## config.mk

```make
export PLATFORM = sky130hd
export DESIGN_NAME = port_info_table
export DESIGN_NICKNAME = d
export VERILOG_FILES = /design/src/rtl/port_info_table.sv
export SDC_FILE = /design/constraint.sdc
export NUM_CORES = 1
export LEC_CHECK = 0
export CAP_MARGIN = 25
export CORE_ASPECT_RATIO = 0.6
export CORE_UTILIZATION = 50
export CTS_CLUSTER_DIAMETER = 40
export DETAILED_ROUTE_END_ITERATION = 8
export PLACE_DENSITY = 0.73
export SLEW_MARGIN = 20
export SYNTH_ARGS = -nofsm -noshare
export SYNTH_HDL_FRONTEND = slang
export SYNTH_SLANG_ARGS = --single-unit
```

## constraint.sdc

```tcl
create_clock -name clk -period 4 [get_ports clk]
set_input_delay 1 -clock clk [delete_from_list [all_inputs] [get_ports clk]]
set_output_delay 1 -clock clk [all_outputs]
set_load 0.01 [all_outputs]
```

## src/rtl/port_info_table.sv

```systemverilog
// Channel-to-port lookup table: NUM_CH entries of {valid, port_num}.
// Single write port (store or invalidate), one-cycle lookup with
// read-before-write semantics, and a one-entry-per-cycle clear sweep.
// Entries live in flops so the asynchronous reset can restore all of them.
module port_info_table #(
   parameter  int NUM_CH       = 8,
   parameter  int PORT_W       = 4,
   parameter  int DEFAULT_PORT = 0,
   localparam int CHW          = (NUM_CH > 1) ? $clog2(NUM_CH) : 1,
   localparam int CNTW         = $clog2(NUM_CH + 1)
) (
   input  logic              clk,
   input  logic              res,
   input  logic              wr_valid,
   output logic              wr_ready,
   input  logic [CHW-1:0]    wr_ch,
   input  logic [PORT_W-1:0] wr_port,
   input  logic              wr_inv,
   input  logic              clr_req,
   output logic              busy,
   input  logic              rd_en,
   input  logic [CHW-1:0]    rd_ch,
   output logic              rd_out_valid,
   output logic [PORT_W-1:0] rd_port,
   output logic              rd_hit,
   output logic [NUM_CH-1:0] valids,
   output logic [CNTW-1:0]   valid_cnt,
   output logic              wr_err
);

   typedef enum logic [0:0] {
      ST_IDLE  = 1'b0,
      ST_CLEAR = 1'b1
   } state_t;

   localparam logic [PORT_W-1:0] DEF_PORT = PORT_W'(DEFAULT_PORT);
   localparam logic [CHW-1:0]    LAST_IDX = CHW'(NUM_CH - 1);
   localparam logic [CHW:0]      NUM_CH_W = (CHW + 1)'(NUM_CH);

   state_t            r_state;
   state_t            w_state_next;
   logic [CHW-1:0]    r_clr_idx;
   logic [CHW-1:0]    w_clr_idx_next;

   logic [PORT_W-1:0] r_port [NUM_CH];
   logic [NUM_CH-1:0] r_valids;
   logic [NUM_CH-1:0] w_valids_next;
   logic [CNTW-1:0]   r_valid_cnt;
   logic [CNTW-1:0]   w_cnt_next;

   logic              r_wr_err;
   logic              r_rd_out_valid;
   logic              r_rd_hit;
   logic [PORT_W-1:0] r_rd_port;

   logic              w_wr_acc;
   logic              w_wr_in_range;
   logic              w_rd_in_range;
   logic [CHW-1:0]    w_rd_idx;
   logic [NUM_CH-1:0] w_wr_sel;
   logic [NUM_CH-1:0] w_clr_sel;

   // Writes are only taken while no sweep is running.
   assign w_wr_acc      = wr_valid & (r_state == ST_IDLE);
   assign w_wr_in_range = ({1'b0, wr_ch} < NUM_CH_W);
   assign w_rd_in_range = ({1'b0, rd_ch} < NUM_CH_W);
   // Keep the array index legal even when rd_ch points past the table.
   assign w_rd_idx      = w_rd_in_range ? rd_ch : '0;

   // State register and sweep pointer.
   always_ff @(posedge clk or posedge res) begin
      if (res) begin
         r_state   <= ST_IDLE;
         r_clr_idx <= '0;
      end else begin
         r_state   <= w_state_next;
         r_clr_idx <= w_clr_idx_next;
      end
   end

   // Next-state logic: a clear request in IDLE starts the sweep; the sweep
   // ends after the last index is written. Requests during CLEAR are ignored.
   always_comb begin
      w_state_next   = r_state;
      w_clr_idx_next = r_clr_idx;
      case (r_state)
         ST_IDLE: begin
            w_clr_idx_next = '0;
            if (clr_req) begin
               w_state_next = ST_CLEAR;
            end
         end
         ST_CLEAR: begin
            if (r_clr_idx == LAST_IDX) begin
               w_state_next   = ST_IDLE;
               w_clr_idx_next = '0;
            end else begin
               w_clr_idx_next = r_clr_idx + 1'b1;
            end
         end
         default: begin
            w_state_next   = ST_IDLE;
            w_clr_idx_next = '0;
         end
      endcase
   end

   // Per-entry select and storage. Write and sweep selects never overlap
   // because writes are accepted only in IDLE.
   generate
      for (genvar gi = 0; gi < NUM_CH; gi++) begin : g_entry
         assign w_wr_sel[gi]  = w_wr_acc & w_wr_in_range & (wr_ch == CHW'(gi));
         assign w_clr_sel[gi] = (r_state == ST_CLEAR) & (r_clr_idx == CHW'(gi));
         assign w_valids_next[gi] = w_clr_sel[gi] ? 1'b0 :
                                    w_wr_sel[gi]  ? ~wr_inv : r_valids[gi];

         // Entry port_num: cleared by sweep, stored by a non-invalidating write.
         always_ff @(posedge clk or posedge res) begin
            if (res) begin
               r_port[gi] <= DEF_PORT;
            end else if (w_clr_sel[gi]) begin
               r_port[gi] <= DEF_PORT;
            end else if (w_wr_sel[gi] && !wr_inv) begin
               r_port[gi] <= wr_port;
            end
         end
      end
   endgenerate

   // Population count of the next valid vector, so count and bits move together.
   always_comb begin
      w_cnt_next = '0;
      for (int i = 0; i < NUM_CH; i++) begin
         w_cnt_next = w_cnt_next + CNTW'(w_valids_next[i]);
      end
   end

   // Valid bits, their count and the out-of-range write error pulse.
   always_ff @(posedge clk or posedge res) begin
      if (res) begin
         r_valids    <= '0;
         r_valid_cnt <= '0;
         r_wr_err    <= 1'b0;
      end else begin
         r_valids    <= w_valids_next;
         r_valid_cnt <= w_cnt_next;
         r_wr_err    <= w_wr_acc & ~w_wr_in_range;
      end
   end

   // Lookup pipeline: samples current contents, so same-cycle writes are not seen.
   always_ff @(posedge clk or posedge res) begin
      if (res) begin
         r_rd_out_valid <= 1'b0;
         r_rd_hit       <= 1'b0;
         r_rd_port      <= DEF_PORT;
      end else begin
         r_rd_out_valid <= rd_en;
         if (rd_en) begin
            r_rd_hit  <= w_rd_in_range & r_valids[w_rd_idx];
            r_rd_port <= w_rd_in_range ? r_port[w_rd_idx] : DEF_PORT;
         end
      end
   end

   assign wr_ready     = (r_state == ST_IDLE);
   assign busy         = (r_state == ST_CLEAR);
   assign rd_out_valid = r_rd_out_valid;
   assign rd_port      = r_rd_port;
   assign rd_hit       = r_rd_hit;
   assign valids       = r_valids;
   assign valid_cnt    = r_valid_cnt;
   assign wr_err       = r_wr_err;

endmodule

```

# Word level (Yosys, flattened, before mapping)
# Index checks and enable logic that the tools add are counted.
[op_classes]
add_sub_neg = 8
magnitude_cmp = 2
eq_ne = 14
mux = 42
bitwise_logic = 20
n_reduce_logical = 19
[ops]
columns = ["operator", "n"]
rows = [
  ["4-bit two-way mux", 18],
  ["3-bit == test, second input constant", 8],
  ["1-bit two-way mux", 19],
  ["1-bit bitwise AND", 17],
  ["4-bit by 1-bit adder with 4-bit output", 4],
  ["2-bit nonzero test", 8],
  ["4-bit binary-select mux with 3-bit select", 1],
  ["3-bit by 2-bit == test with 1-bit output, second input constant", 4],
  ["1-bit logical AND", 8],
  ["3-bit by 1-bit == test with 1-bit output, second input constant", 2],
  ["3-bit zero test", 2],
  ["3-bit one-hot mux with 2 select lines", 1],
  ["3-bit by 1-bit adder with 4-bit output", 1],
  ["4-bit >= comparator, second input constant", 1],
  ["3-bit by 4-bit less-than comparator with 1-bit output, second input constant", 1],
  ["3-bit inverter with 4-bit output", 1],
  ["2-bit by 1-bit adder with 3-bit output", 1],
  ["3-bit by 1-bit adder with 3-bit output, second input constant", 1],
  ["1-bit binary-select mux with 3-bit select", 1],
  ["3-bit two-way mux", 1],
  ["1-bit by 1-bit adder with 2-bit output", 1],
  ["1-bit inverter", 2],
  ["1-bit one-hot mux with 2 select lines", 1],
  ["1-bit zero test", 1],
]
[totals]
regBits = 54
in_bits = 16
out_inout_bits = 21
wordCells = 120

# Longest topological paths before layout
# Gate-level depths: netlist of run 1.
[logic_depth]
ltp_word = 12
mapped_depth = 14
mapped_depth_nobuf = 14

# Worst setup path after synthesis of run 1
# No wires, ideal clock.
[synth_timing]
kind = "input port to flip-flop"
start = "input wr_ch[1]"
end = "register r_valid_cnt[2], in the netlist valid_cnt[2]"
setup_ns = 0.123
arrival_ns = 3.918
required_ns = 3.877
setup_slack_ns = -0.040
cell_stages = 12
path_buffers = 0
cell_sequence = "or2_2 > o31a_1 > o21a_1 > fa_1 > inv_1 > fa_1 > inv_1 > fa_1 > ha_1 > inv_1 > fa_1 > xnor2_1"
[synth_between]
elab_chain_cells = 11
elab_cells_between_ends = 39
cone_classes = "add/sub (7); eq/ne (7); mux (16); bitwise (8); reduce/logical (1)"
[synth_rtl]
columns = ["element", "line", "source"]
rows = [
  ["start, declared", "16", "input logic [CHW-1:0] wr_ch,"],
  ["3-bit zero test", "112", "assign w_wr_sel[gi] = w_wr_acc & w_wr_in_range & (wr_ch == CHW'(gi));"],
  ["1-bit bitwise AND", "112", ""],
  ["1-bit two-way mux", "115", "w_wr_sel[gi] ? ~wr_inv : r_valids[gi];"],
  ["1-bit two-way mux", "114", "assign w_valids_next[gi] = w_clr_sel[gi] ? 1'b0 :"],
  ["net w_valids_next[0]", "47", "logic [NUM_CH-1:0] w_valids_next;"],
  ["1-bit by 1-bit adder with 2-bit output", "134", "w_cnt_next = w_cnt_next + CNTW'(w_valids_next[i]);"],
  ["2-bit by 1-bit adder with 3-bit output", "134", ""],
  ["3-bit by 1-bit adder with 4-bit output", "134", ""],
  ["4-bit by 1-bit adder with 4-bit output (4 in a row)", "134", ""],
  ["net w_cnt_next[2]", "49", "logic [CNTW-1:0] w_cnt_next;"],
  ["end signal, assigned", "146", "r_valid_cnt <= w_cnt_next;"],
  ["end, declared", "48", "logic [CNTW-1:0] r_valid_cnt;"],
]
# The timed path passes the listed nets, and every way through them passes these cells.
# A chain may end at the register's enable or synchronous reset.

# Worst setup path in the final report of run 1
[layout_timing]
start = "input wr_ch[1]"
end = "register r_valid_cnt[1], in the netlist valid_cnt[1]"
# The elaborated chain is that of the path after synthesis.

==> reports/metrics.yaml, run 1 <==
syn_avg_cell_area_um2: 10.3
drtIter0Drc: 158
num_antenna_cells: 0
max_clock_freq_ghz: 0.253
clkLatencyLatePin_ns: 0.31
drv_cap: 0
synth_seq_area_share_pct: 46.7
hold_class: "flip-flop to flip-flop"
cp_max_fo: 3
cts.sinks: 54
firstDrtPassIters: 4
instances_no_fill: 430
start_util_pct: 51.9
max-slew-margin-rel_pct: 56.3
grt_setup_unrepaired: "false"
yosysWarningCount: 0
final_common_cell: "dfrtp_1"
routed_wl_um: 7730
syn2layout_area_growth_pct: 28.0
grt_max_degree: 32
syn_inst: 280
synth_flop_cell: "dfrtp_1"
grt_use_met2_pct: 35.8
grt_pass1_vias: 2174
power_density_nw_per_um2: 530
crit_path_end_kind: "flip-flop"
power_leakage_nw: 1.73
met3_usage_pct: 5.99
min_period_ns: 3.95
synthTopCellsByArea: "dfrtp_1, mux2i_1, o21ai_0"
synth-async-reset-ratio_pct: 100
cts_inserted_buffers: 5
synth.net_count: 309
regArea_um2: 1350
yosysUniqueCellTypes: 45
crit_arrival_ns: 4.16
vias: 2412
startpoint_type: "primary input"
wl_per_cell_um: 18.0
synth_edf_count: 0
crit_path_cell_trace: "clkbuf_2 > or2_4 > o31a_1 > o21a_1 > fa_1 > inv_1 > fa_1 > inv_1 > fa_1 > ha_2 > inv_2 > fa_2 > inv_1"
synth-simple-area-share_pct: 14.9
power.total_mw: 1.96
grt_pass1_wl_um: 11800
layout-drive-gt1-share_pct: 20.6
postCtsHoldBufs: 0
post-route-period-util_pct: 98.7
multi_input_area_um2: 1430
place_hpwl_um: 5980
hold_violations: 0
fillers: 437
grt_use_met1_pct: 43.7
path_buf_inv: 5
cts_buffer_depth: 2
critical-path-max-stage-delay_ns: 0.53
synth-adder-area-share_pct: 6.66
post-place-cells: 417
crit_slowest_cell: "fa_1"
yosysTopAreaCell: "dfrtp_1"
finClkSkew_ns: 0.00724
die_area_um2: 6100
synth_top_family_by_area: "simple AND/OR/NAND/NOR gates"
synth_compound_area_share_pct: 14.2
design.core.area_um2: 5570
globalRoute.busiestLayer: "met1"
rows: 21
io_buffers: 35
peakVddDrop_uv: 322
crit_family: "adder cells"
path_class: "primary input to flip-flop"
yosys_register_bits: 54
setup_viol: 0
detail-route-antenna-nets: 0
final_max_slew_viol_count: 0
final_nets: 379
syn_area_um2: 2890
fin_util_pct: 66.4
htreeDepth: 2
required_ns: 4.21
cts_tree: "yes"
gp_congestion: 0.906
io_pins: 37
root_buffer: "clkbuf_8"
die_w_um: 100
mostFrequentLayoutCells: "dfrtp_1, buf_4, nand2_1, clkdlybuf4s50_1, mux2i_1"
overflow: 0
tightest_slew_ns: 0.655
vias_per_cell: 5.61
synthDominantCellAreaShare_pct: 46.7
grt_usage_pct: 27.0
synthMuxAreaShare_pct: 11.9
drc: 0
synth_xor_area_share_pct: 0.303
status: "finished, final reports clean"
path_clk_slew_ns: 0.10
antenna_found_initial: 0
die_height_um: 60.9
## synthesized netlist by cell type, drive strengths merged, types with 2 or more instances
library cell	count
a21boi	2
a21oi	10
a22o	5
a31oi	2
buf	8
clkbuf	2
dfrtp	54
fa	4
ha	9
inv	21
mux2	10
mux2i	23
nand2	30
nand2b	3
nand3	21
nand3b	4
nor2	6
nor2b	2
nor3	4
nor3b	2
o211ai	4
o21a	4
o21ai	24
o22ai	6
o31a	2
o31ai	5
## power by group
group,switching [mW],internal (mW)
clock,0.175,0.200
combinational,0.427,0.373
sequential,0.102,0.683
total,0.704,1.26
## logic make-up after synthesis
| kind of cell | count (synthesis) |
|---|---|
| adder cells (fa/ha/maj) | 13 |
| other | 1 |
| XOR/XNOR | 1 |
| multiplexers | 33 |
| flip-flops | 54 |
| buffers and inverters | 32 |
| AND/OR/NAND/NOR | 80 |
| AO/OA/AOI/OAI | 66 |
## timing repair
action / CTS / global route
setup buffers: 2 / 4
endpoints found under the setup margin: 2 / 2
pin swaps: 4 / 7
resized for setup: 9 / 10
## state kept, by name, indices dropped and copies added (netlist names)
| name | flops |
|---|---|
| r_port | 32 |
| valids | 8 |
| rd_port | 4 |
| valid_cnt | 4 |
| r_clr_idx | 3 |
| busy | 1 |
| rd_hit | 1 |
| rd_out_valid | 1 |
## final cells by class
| cell class | instances | share of cell area (%) |
|---|---|---|
| multi-input combinational | 194 | 38.6 |
| tap | 80 | 2.71 |
| clock inverter | 1 | 0.812 |
| sequential | 54 | 36.5 |
| timing repair buffer | 73 | 16.9 |
| inverter | 22 | 2.23 |
| clock buffer | 6 | 2.23 |
## tightest hold or removal path: stages, from the launching register on
cell,delay (ns)
dfrtp_1,0.36
nand2_1,0.05
o31ai_1,0.05
## stage by stage
| stage | setup TNS, ns | setup WS [ns] | hold slack, ns | area, µm² |
|---|---|---|---|---|
| detailed placement | -1.52 | -0.582 | 0.470 | 3520 |
| finish | 0 | 0.0519 | 0.486 | 3700 |
| global route | 0 | 0.00457 | 0.525 | 3700 |
| global placement | -1.21 | -0.506 | 0.468 | 3520 |
| floorplan | -0.0225 | -0.0225 | 0.457 | 2900 |
| CTS | -0.00622 | -0.00622 | 0.492 | 3670 |
## path summary, 6_finish.rpt
check / from / end / slack (ns) / cells after the start
max: wr_ch[1] / valid_cnt[1]$_DFF_PP0_ / 0.05 / 13
min: rd_port[3]$_DFFE_PP0P_ / rd_port[3]$_DFFE_PP0P_ / 0.49 / 2
max reg2reg: busy$_DFF_PP0_ / valid_cnt[1]$_DFF_PP0_ / 0.25 / 12
min in group asynchronous: res / rd_hit$_DFFE_PP0P_ / 1.10 / 2
max in group asynchronous: res / r_port[27]$_DFFE_PP0P_ / 2.13 / 3
min reg2reg: rd_port[3]$_DFFE_PP0P_ / rd_port[3]$_DFFE_PP0P_ / 0.49 / 2
## routing by layer
layer / vias up / wire, µm / share of wire, %
met5: - / 0 / 0
met4: 0 / 70 / 0.91
met3: 9 / 584 / 7.6
met2: 107 / 3150 / 41
met1: 1171 / 3930 / 51
li1: 1125 / - / -
No activity file was read; power rests on OpenSTA's default activity.
==> run 2, diff against run 1 <==
--- a/config.mk
+++ b/config.mk
@@ -11,6 +11,7 @@
 export CTS_CLUSTER_DIAMETER = 40
 export DETAILED_ROUTE_END_ITERATION = 8
 export PLACE_DENSITY = 0.73
+export REMOVE_ABC_BUFFERS = 1
 export SLEW_MARGIN = 20
 export SYNTH_ARGS = -nofsm -noshare
 export SYNTH_HDL_FRONTEND = slang
==> run 2 against run 1 <==
Effect of this change: global-route usage is 0.10 points lower; final area is 1.1% lower; combinational power is 3.9% higher; sequential power is 0.8% lower; clock skew is 0.0016 ns lower; sequential share of layout area is 0.42 points higher; cell count is 1.4% lower; setup slack better by 0.0034 ns; critical path depth stayed put; worst hold slack worse by 0.0037 ns; core utilization is 0.76 points lower; critical path type unchanged; largest cell class unchanged.
==> reports/metrics.yaml, run 2 (same netlist as run 1, synthesis figures left out) <==
antenna_found_initial: 0
drv_cap: 0
crit_path_end_kind: "flip-flop"
tns_ns: 0
cts_buffer_depth: 2
startpoint_type: "primary input"
grt_pass1_vias: 2233
final_common_cell: "dfrtp_1"
place_hpwl_um: 5640
grt_usage_pct: 26.9
detail-route-antenna-nets: 0
placed_cell_area_um2: 3490
die_height_um: 60.9
io_pins: 37
vias_per_cell: 5.53
seq_power_share_pct: 39.1
root_buffer: "clkbuf_8"
postCtsHoldBufs: 0
crit_arrival_ns: 4.21
hold_class: "flip-flop to flip-flop"
clockPowerShare_pct: 19.1
min_period_ns: 3.94
design.core.area_um2: 5570
peakVddDrop_uv: 333
finalHoldWorstSlack_ns: 0.483
grt_max_degree: 30
path_class: "primary input to flip-flop"
layout-drive-gt1-share_pct: 20.1
drtIter0Drc: 183
status: "finished, final reports clean"
finClkSkew_ns: 0.00559
post-route-period-util_pct: 98.6
die_area_um2: 6100
firstDrtPassIters: 5
vias: 2346
mostFrequentLayoutCells: "dfrtp_1, buf_4, nand2_1, clkdlybuf4s50_1, mux2i_1"
tightest_slew_ns: 0.732
syn2layout_area_growth_pct: 26.5
pwr-share-comb_pct: 41.8
clkLatencyLatePin_ns: 0.31
routed_wl_um: 7480
required_ns: 4.26
io_buffers: 35
num_antenna_cells: 0
hold_violations: 0
setup_viol: 0
start_util_pct: 51.9
drc: 0
path_clk_slew_ns: 0.10
cts.sinks: 54
cts_tree: "yes"
die_w_um: 100
switching_share_pct: 37.0
grt_pass1_wl_um: 11900
overflow: 0
intPower_mw: 1.25
largest_reg_flops: 32
cts_inserted_buffers: 5
max-slew-margin-rel_pct: 51.0
rows: 21
gp_congestion: 0.912
power.total_mw: 1.99
final_max_slew_viol_count: 0
max_clock_freq_ghz: 0.254
stdcell_area_um2: 3660
cp_max_fo: 3
largest_register: "r_port"
power_density_nw_per_um2: 544
htreeDepth: 2
power_leakage_nw: 1.70
wl_per_cell_um: 17.6
final_nets: 372
switching_power_mw: 0.736
[run 2: cell types whose count changed in the layout (fill, tap and decap cells not counted)]
| cell | change |
|---|---|
| clkdlybuf4s15_1 | -1 |
| a31oi_2 | -1 |
| dlymetal6s2s_1 | -1 |
| inv_6 | +1 |
| clkbuf_2 | -3 |
| dlygate4sd2_1 | +1 |
| a31oi_4 | +1 |
| o21ai_2 | +2 |
| o21ai_0 | +1 |
| clkinv_2 | +1 |
| o21ai_1 | -3 |
| clkbuf_8 | -1 |
| buf_4 | -6 |
| buf_2 | +3 |
[run 2: stage by stage]
stage / instances / worst slack [ns] / utilization (%)
after global placement: 414 / -0.518 / 62.7
after floorplan: 270 / -0.0402 / -
final: 424 / 0.0553 / 65.7
after global routing: 424 / -0.00872 / 65.7
after CTS: 423 / -0.0521 / 65.2
after detailed placement: 414 / -0.635 / 62.7
[run 2: critical path: stages]
cell and delay [ns]:
dlygate4sd2_1 0.27, or3_4 0.39, nor3_4 0.17, o21a_1 0.21
fa_1 0.43, inv_1 0.09, fa_1 0.42, inv_1 0.07
fa_1 0.42, ha_2 0.20, inv_2 0.06, fa_2 0.42
inv_1 0.06
[run 2: area by class of cell]
class / count / area (µm²)
clock buffer: 5 / 68.8
clock inverter: 3 / 43.8
fill: 456 / 1910
inverter: 22 / 82.6
multi-input combinational: 194 / 1440
sequential: 54 / 1350
tap: 80 / 100
timing repair buffer: 66 / 568
[run 2: worst paths after layout]
check,start,to,slack (ns),cells after the start
worst max-delay path,wr_inv,valid_cnt[1]$_DFF_PP0_,0.06,13
worst min-delay path,rd_port[3]$_DFFE_PP0P_,rd_port[3]$_DFFE_PP0P_,0.48,2
worst max register to register,r_clr_idx[1]$_DFF_PP0_,valid_cnt[1]$_DFF_PP0_,0.28,13
worst min register to register,rd_port[3]$_DFFE_PP0P_,rd_port[3]$_DFFE_PP0P_,0.48,2
max in group asynchronous,res,valid_cnt[0]$_DFF_PP0_,2.18,3
min in group asynchronous,res,rd_out_valid$_DFF_PP0_,1.04,2
[run 2: power groups by stage]
stage | Clock [mW] | Combinational [mW] | Sequential [mW]
after floorplan | 0 | 0.407 | 0.794
after global placement | 0 | 0.756 | 0.782
after detailed placement | 0 | 0.782 | 0.785
after CTS | 0.384 | 0.805 | 0.775
after global routing | 0.412 | 0.915 | 0.798
final | 0.380 | 0.831 | 0.779
[run 2: layer usage]
metal	wire (µm)	vias to the layer above	track usage, %	part of all wire, %
met5	0	-	0	0
met1	3950	1145	43.1	53
met4	42	0	4.76	0.56
li1	-	1108	-	-
met3	536	6	7.26	7.2
met2	2950	87	35.7	39
[run 2: what timing repair did]
action | 4_1_cts | 5_1_grt
buffers inserted | 1 | 1
gates resized for setup | 23 | 10
pin swaps | 7 | 5
endpoints found under the setup margin | 2 | 2
